==> src/rtl/rgb_fade_pwm.sv <==
`timescale 1ns / 1ps
// rgb_fade_pwm: three-channel RGB PWM driver with linear crossfade toward on/off levels.
// Duty changes are double-buffered: a shadow duty ramps, and the active duty only picks it
// up at the end of a PWM period so pulses are never cut short or stretched.
// Build option: define RGB_FADE_EN to enable ramping; otherwise the shadow duty follows the
// requested level directly and colour changes snap at the next period boundary.
module rgb_fade_pwm #(
  parameter int unsigned PWM_BITS    = 8,
  parameter int unsigned STEP_CYCLES = 3900
) (
  input  logic clk,
  input  logic rst_n,
  input  logic red_in,
  input  logic green_in,
  input  logic blue_in,
  output logic red_pwm,
  output logic green_pwm,
  output logic blue_pwm,
  output logic settled
);

  localparam logic [PWM_BITS-1:0] MaxDuty = '1;

  // Channel index order: 0 = red, 1 = green, 2 = blue.
  logic [2:0]          lvl;
  logic [PWM_BITS-1:0] tgt     [3];
  logic [PWM_BITS-1:0] shd_q   [3];
  logic [PWM_BITS-1:0] shd_d   [3];
  logic [PWM_BITS-1:0] act_q   [3];
  logic [PWM_BITS-1:0] pwm_cnt_q;
  logic                period_end;
  logic [2:0]          pwm_q;
  logic [2:0]          pwm_d;
  logic                settled_q;
  logic                settled_d;

  assign lvl        = {blue_in, green_in, red_in};
  assign period_end = (pwm_cnt_q == MaxDuty);

  // Targets are full-on or full-off per requested level, re-evaluated every cycle.
  always_comb begin
    for (int c = 0; c < 3; c++) begin
      tgt[c] = lvl[c] ? MaxDuty : '0;
    end
  end

`ifdef RGB_FADE_EN
  localparam int unsigned    StepW    = (STEP_CYCLES > 1) ? $clog2(STEP_CYCLES) : 1;
  localparam logic [StepW-1:0] StepLast = StepW'(STEP_CYCLES - 1);

  logic [StepW-1:0] step_cnt_q;
  logic             tick;

  assign tick = (step_cnt_q == StepLast);

  // Step timer: wraps every STEP_CYCLES cycles, tick marks the last cycle.
  always_ff @(posedge clk or negedge rst_n) begin
    if (!rst_n) begin
      step_cnt_q <= '0;
    end else if (tick) begin
      step_cnt_q <= '0;
    end else begin
      step_cnt_q <= step_cnt_q + 1'b1;
    end
  end

  // Shadow duty moves one LSB toward the target per tick; equality holds, so no overshoot.
  always_comb begin
    for (int c = 0; c < 3; c++) begin
      shd_d[c] = shd_q[c];
      if (tick) begin
        if (shd_q[c] < tgt[c]) begin
          shd_d[c] = shd_q[c] + 1'b1;
        end else if (shd_q[c] > tgt[c]) begin
          shd_d[c] = shd_q[c] - 1'b1;
        end
      end
    end
  end
`else
  // Without fading the shadow duty tracks the target directly.
  always_comb begin
    for (int c = 0; c < 3; c++) begin
      shd_d[c] = tgt[c];
    end
  end
`endif

  // Shadow duty registers.
  always_ff @(posedge clk or negedge rst_n) begin
    if (!rst_n) begin
      for (int c = 0; c < 3; c++) shd_q[c] <= '0;
    end else begin
      for (int c = 0; c < 3; c++) shd_q[c] <= shd_d[c];
    end
  end

  // Free-running PWM counter; wraps naturally at MaxDuty.
  always_ff @(posedge clk or negedge rst_n) begin
    if (!rst_n) begin
      pwm_cnt_q <= '0;
    end else begin
      pwm_cnt_q <= pwm_cnt_q + 1'b1;
    end
  end

  // Active duty samples the registered (pre-tick) shadow value at the period boundary.
  always_ff @(posedge clk or negedge rst_n) begin
    if (!rst_n) begin
      for (int c = 0; c < 3; c++) act_q[c] <= '0;
    end else if (period_end) begin
      for (int c = 0; c < 3; c++) act_q[c] <= shd_q[c];
    end
  end

  // PWM compare and settled detection, both registered on the next edge.
  always_comb begin
    settled_d = 1'b1;
    for (int c = 0; c < 3; c++) begin
      pwm_d[c] = (act_q[c] == MaxDuty) || (pwm_cnt_q < act_q[c]);
      if (act_q[c] != tgt[c]) settled_d = 1'b0;
    end
  end

  // Output registers.
  always_ff @(posedge clk or negedge rst_n) begin
    if (!rst_n) begin
      pwm_q     <= '0;
      settled_q <= 1'b0;
    end else begin
      pwm_q     <= pwm_d;
      settled_q <= settled_d;
    end
  end

  assign red_pwm   = pwm_q[0];
  assign green_pwm = pwm_q[1];
  assign blue_pwm  = pwm_q[2];
  assign settled   = settled_q;

endmodule

==> config.mk <==
export PLATFORM = sky130hd
export DESIGN_NAME = rgb_fade_pwm
export DESIGN_NICKNAME = d
export VERILOG_FILES = /design/src/rtl/rgb_fade_pwm.sv
export SDC_FILE = /design/constraint.sdc
export NUM_CORES = 1
export LEC_CHECK = 0
export CAP_MARGIN = 20
export CORE_MARGIN = 5
export CORE_UTILIZATION = 56
export DETAILED_ROUTE_END_ITERATION = 10
export GPL_ROUTABILITY_DRIVEN = 1
export GPL_TIMING_DRIVEN = 0
export PLACE_DENSITY = 0.77
export SLEW_MARGIN = 20
export SYNTH_ARGS = -nofsm -noshare
export SYNTH_HDL_FRONTEND = slang
export SYNTH_SLANG_ARGS = --single-unit
==> constraint.sdc <==
create_clock -name clk -period 2 [get_ports clk]
set_input_delay 0.6 -clock clk [delete_from_list [all_inputs] [get_ports clk]]
set_output_delay 0.6 -clock clk [all_outputs]
set_load 0.005 [all_outputs]
==> impl_metrics.tcl <==
set metrics [dict create \
    worst_pin_slew_ns 0.7713 \
    clkSinkCount 18 \
    critical-path-slowest-cell "or4_1" \
    cp.required_ns 2.19 \
    io_pins 9 \
    cellLeakagePower_nw 0.5571 \
    grt_overflow 0 \
    synthToLayoutAreaGrowth_pct 13.75 \
    syn_area_sq_um 1092 \
    skew_ns 0.001303 \
    drive_above_1_share_pct 6.481 \
    yosys-top-cells-area "dfrtp_1 (41%), ha_1 (25%), xor2_1 (4.8%)" \
    post_cts_buffers 0 \
    synthArstFlopShare_pct 100.0 \
    start_util_pct 57.43 \
    port_buffers 8 \
    seq_area_frac_synth_pct 41.24 \
    critPathMaxFanout 7 \
    fin_crit_sh_pct 92.61 \
    outcome "complete, no violations" \
    irDropWorstVdd_uv 470.9 \
    critPathBufInv 1 \
    place_area_sq_um 1206 \
    viasPerCell 5.637 \
    max_stage_delay_ns 0.51 \
    globalplace.congestion 0.7745 \
    die_h_um 54.17 \
    synth_edf_count 0 \
    syn_area_per_cell_sq_um 11.38 \
    slew_violations 0 \
    cts_resized 0 \
    path_cells "inv_1 -> ha_1 -> o211ai_1 -> or4_1 -> o32a_1" \
    grt_usage_pct 16.26 \
    yosys_register_bits 18 \
    crit_arrival_ns 2.04 \
    finalSetupTns_ns 0 \
    place_hpwl_um 1492 \
    num_vias 761 \
    clk_pin_slew_worst_paths_ns 0.09 \
    synth_top_area_cell "dfrtp_1" \
    core-area_sq_um 1902 \
    root_buffer "clkbuf_4" \
    initialDrtViolationCount 5 \
    nNetsFinal 136 \
    hold_violations 0 \
    cts_tree "done" \
    min_path_type "flop to flop" \
    grt_pass1_vias 754 \
    fin_area_sq_um 1242 \
    synth_ff_type "dfrtp_1" \
    rows 16 \
    critPathTopFamily "simple AND/OR/NAND/NOR gates" \
    grt_pass1_wl_um 3284 \
    cts-hold-fix-buffers 0 \
    reg2reg_depth 5 \
    synth_warnings 0 \
    die_area_sq_um 2934 \
    rsz0062_at_grt "no" \
    cap_viol_max_count 0 \
    antenna_found_initial 0 \
    diodes 0 \
    worstSetupStartpointType "flop" \
    yosysUniqueCellTypes 23 \
    grt_start_max_net_pins 19 \
    numCtsBuffers 3 \
    holdPathStages 1 \
    nFillCells 154 \
    critPathCaptureType "flop" \
    fmax_mhz 539.9 \
    ant_nets 0 \
    syn_nets 123 \
    slew_headroom_pct 48.42 \
    drt-wirelength-per-cell_um 14.65 \
    drc 0 \
    synthTopCellsByCount "ha_1 (22), dfrtp_1 (18), nand3_1 (6), xor2_1 (6), nor2_1 (5)" \
    synth.most_common_cell "ha_1" \
    power.total_w 0.0006098 \
    totalWireLength_um 1978 \
    drtPass1Iterations 4 \
    synth_top_area_share_pct 41.24 \
    period_needed_ns 1.852 \
    clockBufferDepth 2 \
    die_w_um 54.17 \
    critical_path_depth 5 \
    cts_max_level 1 \
    path_class "flop to flop" \
    clkLatencyLatePin_ns 0.30 \
    p_per_area_nw_per_um2 490.8 \
    finalSetupViolations 0 \
    synth_cells 96 \
]
[power by group]
part | total [W] | internal [W] | switching, W | leakage (nW)
registers | 0.000368 | 0.000367 | 0.000000905 | 0.230
logic | 0.0000196 | 0.00000957 | 0.0000100 | 0.307
clock network | 0.000222 | 0.000111 | 0.000111 | 0.0210
total | 0.000610 | 0.000488 | 0.000122 | 0.557
[worst register-to-register path, cell delays in order, from the launching register on]
cell and delay (ns):
dfrtp_1 0.46, inv_1 0.18, ha_1 0.34, o211ai_1 0.08
or4_1 0.51, o32a_1 0.17
[logic make-up after synthesis]
logic type	synth area share, %
buffers and inverters	1.374
AND/OR/NAND/NOR	12.03
adder cells (fa/ha/maj)	25.20
flip-flops	41.24
XOR/XNOR	7.217
multiplexers	3.093
AO/OA/AOI/OAI	9.850
[layer usage]
metal  track usage, %  up-vias  part of all wire [%]
met2            26.29       10                    49
met1            19.62      358                    46
met4            12.45        0                   2.9
met5                0        -                     0
li1                 -      388                     -
met3            1.662        5                   2.2
[cell usage in the layout (no fill, tap or decap), drive strengths merged]
| cell | Yosys | final |
|---|---|---|
| a2111oi | 2 | 2 |
| o32a | 2 | 2 |
| and3 | 1 | 1 |
| nand4b | 1 | 1 |
| o21ai | 2 | 2 |
| nor2 | 5 | 5 |
| nand4 | 3 | 3 |
| mux2 | 3 | 3 |
| nand2b | 2 | 2 |
| xnor2 | 3 | 3 |
| a211oi | 2 | 2 |
| or3 | 1 | 1 |
| a21o | 2 | 2 |
| o211ai | 2 | 2 |
| a21oi | 3 | 3 |
| clkdlybuf4s50 | 0 | 8 |
| clkbuf | 0 | 4 |
| inv | 4 | 4 |
| or4 | 1 | 1 |
| nand2 | 2 | 2 |
| dfrtp | 18 | 18 |
| nand3 | 6 | 6 |
| ha | 22 | 22 |
| nor3 | 3 | 3 |
| xor2 | 6 | 6 |
[path summary, 6_finish.rpt]
| kind | startpoint | to | slack [ns] |
|---|---|---|---|
| setup / recovery | act_q[14]$_DFFE_PN0N_ | pwm_q[1]$_DFF_PN0_ | 0.15 |
| hold / removal | shd_q[6]$_DFF_PN0_ | act_q[6]$_DFFE_PN0N_ | 0.49 |
| setup reg to reg | act_q[14]$_DFFE_PN0N_ | pwm_q[1]$_DFF_PN0_ | 0.15 |
| hold reg to reg | shd_q[6]$_DFF_PN0_ | act_q[6]$_DFFE_PN0N_ | 0.49 |
| max in group asynchronous | rst_n | pwm_cnt_q[4]$_DFF_PN0_ | 0.78 |
| min in group asynchronous | rst_n | pwm_q[1]$_DFF_PN0_ | 0.75 |
[registers in the layout, summed over array words and instances, names as in the netlist]
name and count:
settled 1, pwm_q 3, pwm_cnt_q 8, shd_q 3
act_q 3
[per-stage QoR]
step	setup slack [ns]	hold slack, ns	instances	util (%)
final	0.1478	0.4893	135	65.33
after global routing	0.09708	0.5148	135	65.33
after CTS	0.1666	0.4947	135	65.33
after detailed placement	0.1976	0.4719	131	63.42
after global placement	0.2207	0.4611	131	63.42
after floorplan	0.3268	0.3044	96	-
[final cells by class]
type                       count  area, sq um  area share, %
clock buffer                   4        36.28          2.920
inverter                       4        15.01          1.208
multi-input combinational     74        626.9          50.45
sequential                    18        450.4          36.25
tap                           27        33.78          2.719
timing repair buffer           8        80.08          6.445
Note: power is estimated with default switching activity, not from simulation.
